[src/rtl/q3fsm_tx.sv]
// q3fsm_tx: stimulus transmitter for the serial two-of-three window detector.
// Define Q3FSM_TX_EXPECT_EN to compile in the exp_z / hit_count prediction.
module q3fsm_tx #(
  parameter logic [2:0] FILL_WORD = 3'b000
) (
  input  logic       clk,
  input  logic       reset,
  input  logic       start,
  input  logic [2:0] win_data,
  input  logic       win_valid,
  output logic       win_ready,
  output logic       s,
  output logic       w,
  output logic       busy,
  output logic       underrun,
  output logic       exp_z,
  output logic [7:0] hit_count
);

  typedef enum logic [2:0] {
    IDLE, START, BIT0, BIT1, BIT2
  } state_e;

  state_e     state_q, state_d;
  logic [2:0] mem_q [2];
  logic       rd_ptr_q, wr_ptr_q;
  logic [1:0] cnt_q, cnt_d;
  logic [2:0] sh_q;
  logic       und_q;
  logic       load, push, pop;

  assign load      = (state_q == START) || (state_q == BIT2);
  assign win_ready = (cnt_q != 2'd2);
  assign push      = win_valid && win_ready;
  assign pop       = load && (cnt_q != 2'd0);
  assign cnt_d     = cnt_q + {1'b0, push} - {1'b0, pop};

  // State register
  always_ff @(posedge clk) begin
    if (reset) state_q <= IDLE;
    else       state_q <= state_d;
  end

  // Next state: once started, the stream cycles forever until reset
  always_comb begin
    state_d = state_q;
    unique case (state_q)
      IDLE:    if (start) state_d = START;
      START:   state_d = BIT0;
      BIT0:    state_d = BIT1;
      BIT1:    state_d = BIT2;
      BIT2:    state_d = BIT0;
      default: state_d = IDLE;
    endcase
  end

  // Two-entry word FIFO; push and pop may coincide
  always_ff @(posedge clk) begin
    if (reset) begin
      rd_ptr_q <= 1'b0;
      wr_ptr_q <= 1'b0;
      cnt_q    <= 2'd0;
    end else begin
      if (push) begin
        mem_q[wr_ptr_q] <= win_data;
        wr_ptr_q        <= ~wr_ptr_q;
      end
      if (pop) rd_ptr_q <= ~rd_ptr_q;
      cnt_q <= cnt_d;
    end
  end

  // Window shift register loaded on entry to BIT0; fill word on underrun
  always_ff @(posedge clk) begin
    if (reset) begin
      sh_q  <= 3'b000;
      und_q <= 1'b0;
    end else begin
      und_q <= load && (cnt_q == 2'd0);
      if (load) sh_q <= pop ? mem_q[rd_ptr_q] : FILL_WORD;
    end
  end

  // Outputs decoded from registered state
  always_comb begin
    s        = (state_q == START);
    busy     = (state_q != IDLE);
    underrun = und_q;
    w        = 1'b0;
    unique case (state_q)
      BIT0:    w = sh_q[0];
      BIT1:    w = sh_q[1];
      BIT2:    w = sh_q[2];
      default: w = 1'b0;
    endcase
  end

`ifdef Q3FSM_TX_EXPECT_EN
  logic       ez_q;
  logic [7:0] hit_q;
  logic       zhit;

  assign zhit = (state_q == BIT2) &&
                ((sh_q == 3'b011) || (sh_q == 3'b101) ||
                 (sh_q == 3'b110));

  // Predicted z lands in the BIT0 cycle after the window; hits saturate
  always_ff @(posedge clk) begin
    if (reset) begin
      ez_q  <= 1'b0;
      hit_q <= 8'h00;
    end else begin
      ez_q <= zhit;
      if (zhit && (hit_q != 8'hFF)) hit_q <= hit_q + 8'h01;
    end
  end

  assign exp_z     = ez_q;
  assign hit_count = hit_q;
`else
  assign exp_z     = 1'b0;
  assign hit_count = 8'h00;
`endif

endmodule
[config.mk]
export PLATFORM = sky130hd
export DESIGN_NAME = q3fsm_tx
export DESIGN_NICKNAME = d
export VERILOG_FILES = /design/src/rtl/q3fsm_tx.sv
export SDC_FILE = /design/constraint.sdc
export NUM_CORES = 1
export LEC_CHECK = 0
export BUFFER_PORTS_ARGS = -buffer_cell sky130_fd_sc_hd__buf_2
export CELL_PAD_IN_SITES_DETAIL_PLACEMENT = 0
export CELL_PAD_IN_SITES_GLOBAL_PLACEMENT = 1
export CORE_UTILIZATION = 41
export DETAILED_ROUTE_END_ITERATION = 6
export GPL_ROUTABILITY_DRIVEN = 0
export PLACE_DENSITY = 0.88
export RECOVER_POWER = 25
export SYNTH_ARGS = -nofsm -noshare
export SYNTH_HDL_FRONTEND = slang
export SYNTH_SLANG_ARGS = --single-unit
[constraint.sdc]
create_clock -name clk -period 3.3 [get_ports clk]
set_input_delay 0.33 -clock clk [delete_from_list [all_inputs] [get_ports clk]]
set_output_delay 0.33 -clock clk [all_outputs]
set_load 0.02 [all_outputs]
; ---- Yosys cells after proc, flatten, opt, wreduce, memory -nomap -nowiden
; Memories as Yosys holds them, arrays and structs flattened. A register that Yosys moved wholly into a read port is not among the register bits.
; Cells that the tools add are included.
[totals]
register_bits = 11
latch_bits = 0
mem_bits_rw = 6
mem_bits_ro = 0
inputBits = 7
out_inout_bits = 14
elab_cells = 35
n_memories = 1
[memory_table]
columns = memory, words, width, read_ports, rd_ports_with_merged_regs, write_ports, line_no
row1 = mem_q, 2, 3, 1, 1, 1, 25  ; logic [2:0] mem_q [2];
[op_classes]
add_sub_neg = 2
n_mul = 0
div = 0
order_cmp = 0
n_eq_ne = 6
shifts = 0
n_mux = 9
bitwise_logic = 2
reduce_logical = 9
[ops]
columns = op, n
row1 = case mux 3 bit (4 select lines), 1
row2 = "equality test 3 x 2 -> 1 bit, second input constant", 2
row3 = 2-to-1 mux 3 bit, 2
row4 = 2-to-1 mux 1 bit, 5
row5 = "inequality test 2 bit, second input constant", 2
row6 = "equality test 3 x 1 -> 1 bit, second input constant", 1
row7 = "equality test 3 bit, second input constant", 1
row8 = logical AND 1 bit, 3
row9 = zero test 3 bit, 1
row10 = case mux 1 bit (3 select lines), 1
row11 = nonzero test 3 bit, 1
row12 = adder 2 x 1 -> 2 bit, 1
row13 = zero test 2 bit, 1
row14 = NOT 1 bit, 2
row15 = nonzero test 2 bit, 1
row16 = OR reduction 2 bit, 1
row17 = subtractor 2 x 1 -> 2 bit, 1
row18 = logical OR 1 bit, 1

; ---- Logic depth before layout (Yosys ltp)
[logic_depth]
word_depth = 5
mapped_depth = 9
ltp_nobuf = 9

; ---- Least setup slack after synthesis
; Ideal clock, no wire load.
[synth_path]
path_type = register to register
start = register cnt_q[1]
end = register cnt_q[1]
setup_ns = 0.078
arrival_ns = 1.573
required_ns = 3.222
setup_slack_ns = 1.650
path_stages_with_launch = 10
n_path_buf = 0
period_less_slack_ns = 1.650
cell_sequence = dfxtp_1 > nor2b_1 > inv_1 > nand2_1 > ha_1 > inv_1 > ha_1 > xor2_1 > and2_1 > nor3_1
[synth_via]
elab_chain_len = 4
word_cells_on_any_way = 6
cone_classes = 2 x add/sub / 1 x eq/ne / 3 x reduce/logical
[synth_rtl]
columns = element, line_no
row1 = start: declaration, 27  ; logic [1:0] cnt_q, cnt_d;
row2 = start signal: assignment, 69  ; cnt_q <= cnt_d;
row3 = inequality test 2 bit, 33  ; assign win_ready = (cnt_q != 2'd2);
row4 = net win_ready, 11  ; output logic win_ready,
row5 = logical AND 1 bit, 34  ; assign push = win_valid && win_ready;
row6 = adder 2 x 1 -> 2 bit, 36  ; assign cnt_d = cnt_q + {1'b0, push} - {1'b0, pop};
row7 = subtractor 2 x 1 -> 2 bit, 36
; The timed path passes the listed nets, and every way through them passes these cells.
; A chain may end at the register's enable or synchronous reset.

; ---- Worst setup path after layout
[layout_path]
start = register state_q[0]
end = output port w
[layout_via]
elab_chain_len = 2
word_cells_on_any_way = 4
cone_classes = 3 x eq/ne / 1 x mux
[layout_rtl]
columns = element, line_no
row1 = start: declaration, 24  ; state_e state_q, state_d;
row2 = start signal: assignment, 41  ; else state_q <= state_d;
row3 = equality test 3 bit / equality test 3 x 2 -> 1 bit (equally long branches), 90  ; unique case (state_q)
row4 = case mux 1 bit (3 select lines) (*), 90
row5 = end: declaration, 13  ; output logic w,
; Every way passes the cells marked *; elsewhere a longest branch is shown, timed or not.

==> run summary <==
FMAX: 0.525 GHz
synth top area cells: dfxtp_1, edfxtp_1, buf_4
first-pass GRT wire length: 1930 um
initial detailed-routing violation count: 5
worst-path maximum fanout: 9
CORE AREA: 0.00198 mm^2
IO Port Bufs: 11
RSZ-0062 raised after global routing: false
DR WL/cell: 11.2 um
sequential share of power: 54.5%
WP data required: 2.97 ns
antenna violations before repair: 0
Die Y: 48.2 um
Max-Cap Viols: 0
H-tree Lvls: 1
post-synthesis sequential area ratio: 48.0%
Final Max Tran Viols: 0
Yosys reg bits: 18
Vias: 549
Max VDD drop: 0.000285 V
Sw Ratio: 31.5%
sw power: 164 uW
first-pass iteration count of the detailed router: 3
Final Cycle Share: 57.7%
cell count after placement: 113
Synth async-reset ratio: 0%
Starting Density: 44.2%
pwr dens: 568 mW/mm^2
Total GRT Usage: 12.3%
Total Routed Length: 1310 um
worst hold path type: primary input to flip-flop
CTS sink count: 18
Die Width: 48.2 um
most common cell in the netlist: dfxtp_1
number of synthesized flops with an enable pin: 6
Critical Path AT: 1.58 ns
Rows: 16
DRC: 0
layout cells sized above 1: 24.4%
DP Wirelength: 941 um
num ports: 21
setup bufs post-CTS: 0
Root Driver: clkbuf_4
most frequent cells after synthesis: dfxtp_1, buf_4, edfxtp_1
clock slew at reported path FFs: 0.10 ns
Main synth FF type: dfxtp_1
leakage power: 0.000371 uW
Finish-stage setup viols: 0
n_diodes: 0
CTS tree: built
Cell variety after synth: 28
crit path time final: 1.91 ns
outcome: complete, no violations
Mapped Cells: 80
vias in the first global route: 465
Critical Path Sink Type: output pin
largest net degree at the start of global routing: 15
Mean Syn Cell Area: 10.9 um^2
Setup TNS: 0 ns
WS Path Type: flip-flop to output pin
share of the synthesized area in the top cell type: 27.4%
ANT nets after route: 0
CTS Hold Buffers Added: 0
Internal: 356 uW
nets: 100
Vias/cell: 4.69
grt total ovfl: 0
startpoint class of the critical path: flip-flop
reg2reg setup slack: 1.40 ns
Yosys Warn Count: 0
Synth Cell Area: 876 um^2
Combinational Power Share: 24.8%
Skew-Pair Late Insertion Delay: 0.28 ns
area leader, netlist: dfxtp_1
Longest Clk Path Bufs: 2
clock buffer count from CTS: 3
fin cells: 117
Final Hold Viols: 0
clock skew: 0.00232 ns
Clk network pwr share: 20.8%
area grow syn2layout: 4.43%
die area: 0.00233 mm^2
post_cts resized: 0
[layout make-up]
| class | instances | area [um^2] |
|---|---|---|
| repair buffers | 11 | 53.8 |
| inverters | 3 | 11.3 |
| fillers | 199 | 1070 |
| clock inverters | 1 | 3.75 |
| clock buffers | 3 | 22.5 |
| flip-flops and latches | 18 | 420 |
| well taps | 27 | 33.8 |
| multi-input cells | 54 | 369 |
[per-stage QoR]
stage               cell area, um^2  utilization (%)  total power (uW)  hold slack [ns]  setup WS, ns
global placement                890             44.9               409            0.461          1.51
floorplan                       906                -               398            0.402          1.65
finish                          915             46.1               519            0.231          1.39
CTS                             916             46.2               526            0.218          1.38
global route                    915             46.1               557            0.212          1.28
detailed placement              890             44.9               416            0.474          1.47
[critical path: stages (launching register included)]
cell	delay (ns)
dfxtp_1	0.59
mux2_2	0.39
nand2_1	0.06
o21ai_0	0.07
buf_2	0.18
[layer usage]
| metal | global-route usage, % | share of wire [%] | vias up |
|---|---|---|---|
| met5 | 0 | 0 | - |
| met4 | 3.33 | 0 | 0 |
| met3 | 4.44 | 3.9 | 0 |
| met2 | 20.8 | 52 | 15 |
| met1 | 14.7 | 44 | 254 |
| li1 | - | - | 280 |
[flip-flops by register name, summed over array words and instances (netlist names), named ones only]
register and cells:
mem_q 6, cnt_q 2, underrun 1, rd_ptr_q 1, sh_q 3, wr_ptr_q 1
state_q 3
[power groups by stage]
stage	combinational, uW	clock [uW]	sequential (uW)
after detailed placement	128	0	288
after global routing	145	124	287
after CTS	130	113	283
after global placement	123	0	286
final	129	108	283
after floorplan	122	0	276
[final timing paths]
path,startpoint,endpoint,cells past startpoint
worst min-delay path,win_data[2],mem_q[0][2],1
worst min register to register,sh_q[0],sh_q[0],1
worst max register to register,state_q[0],cnt_q[1],8
worst max-delay path,state_q[0],w,4
[cell families after synthesis]
family                   after synthesis  synth area share, %
AND/OR/NAND/NOR                       24                 16.1
flip-flops                            18                 48.0
buffers and inverters                 16                 13.3
AO/OA/AOI/OAI                         12                 9.00
multiplexers                           4                 5.14
XOR/XNOR                               3                 5.14
adder cells (fa/ha/maj)                2                 2.86
other                                  1                0.428
[cells in the final DEF (no fill, tap or decap), types with 3 or more instances in the layout]
cell	n
dfxtp_1	12
buf_2	10
conb_1	9
edfxtp_1	6
nor2_1	5
nor3_1	4
mux2_2	4
o21ai_0	4
inv_1	3
nand2_1	3
a22o_1	3
a21oi_1	3
clkbuf_4	3
Power figures use the tool's default switching activity.
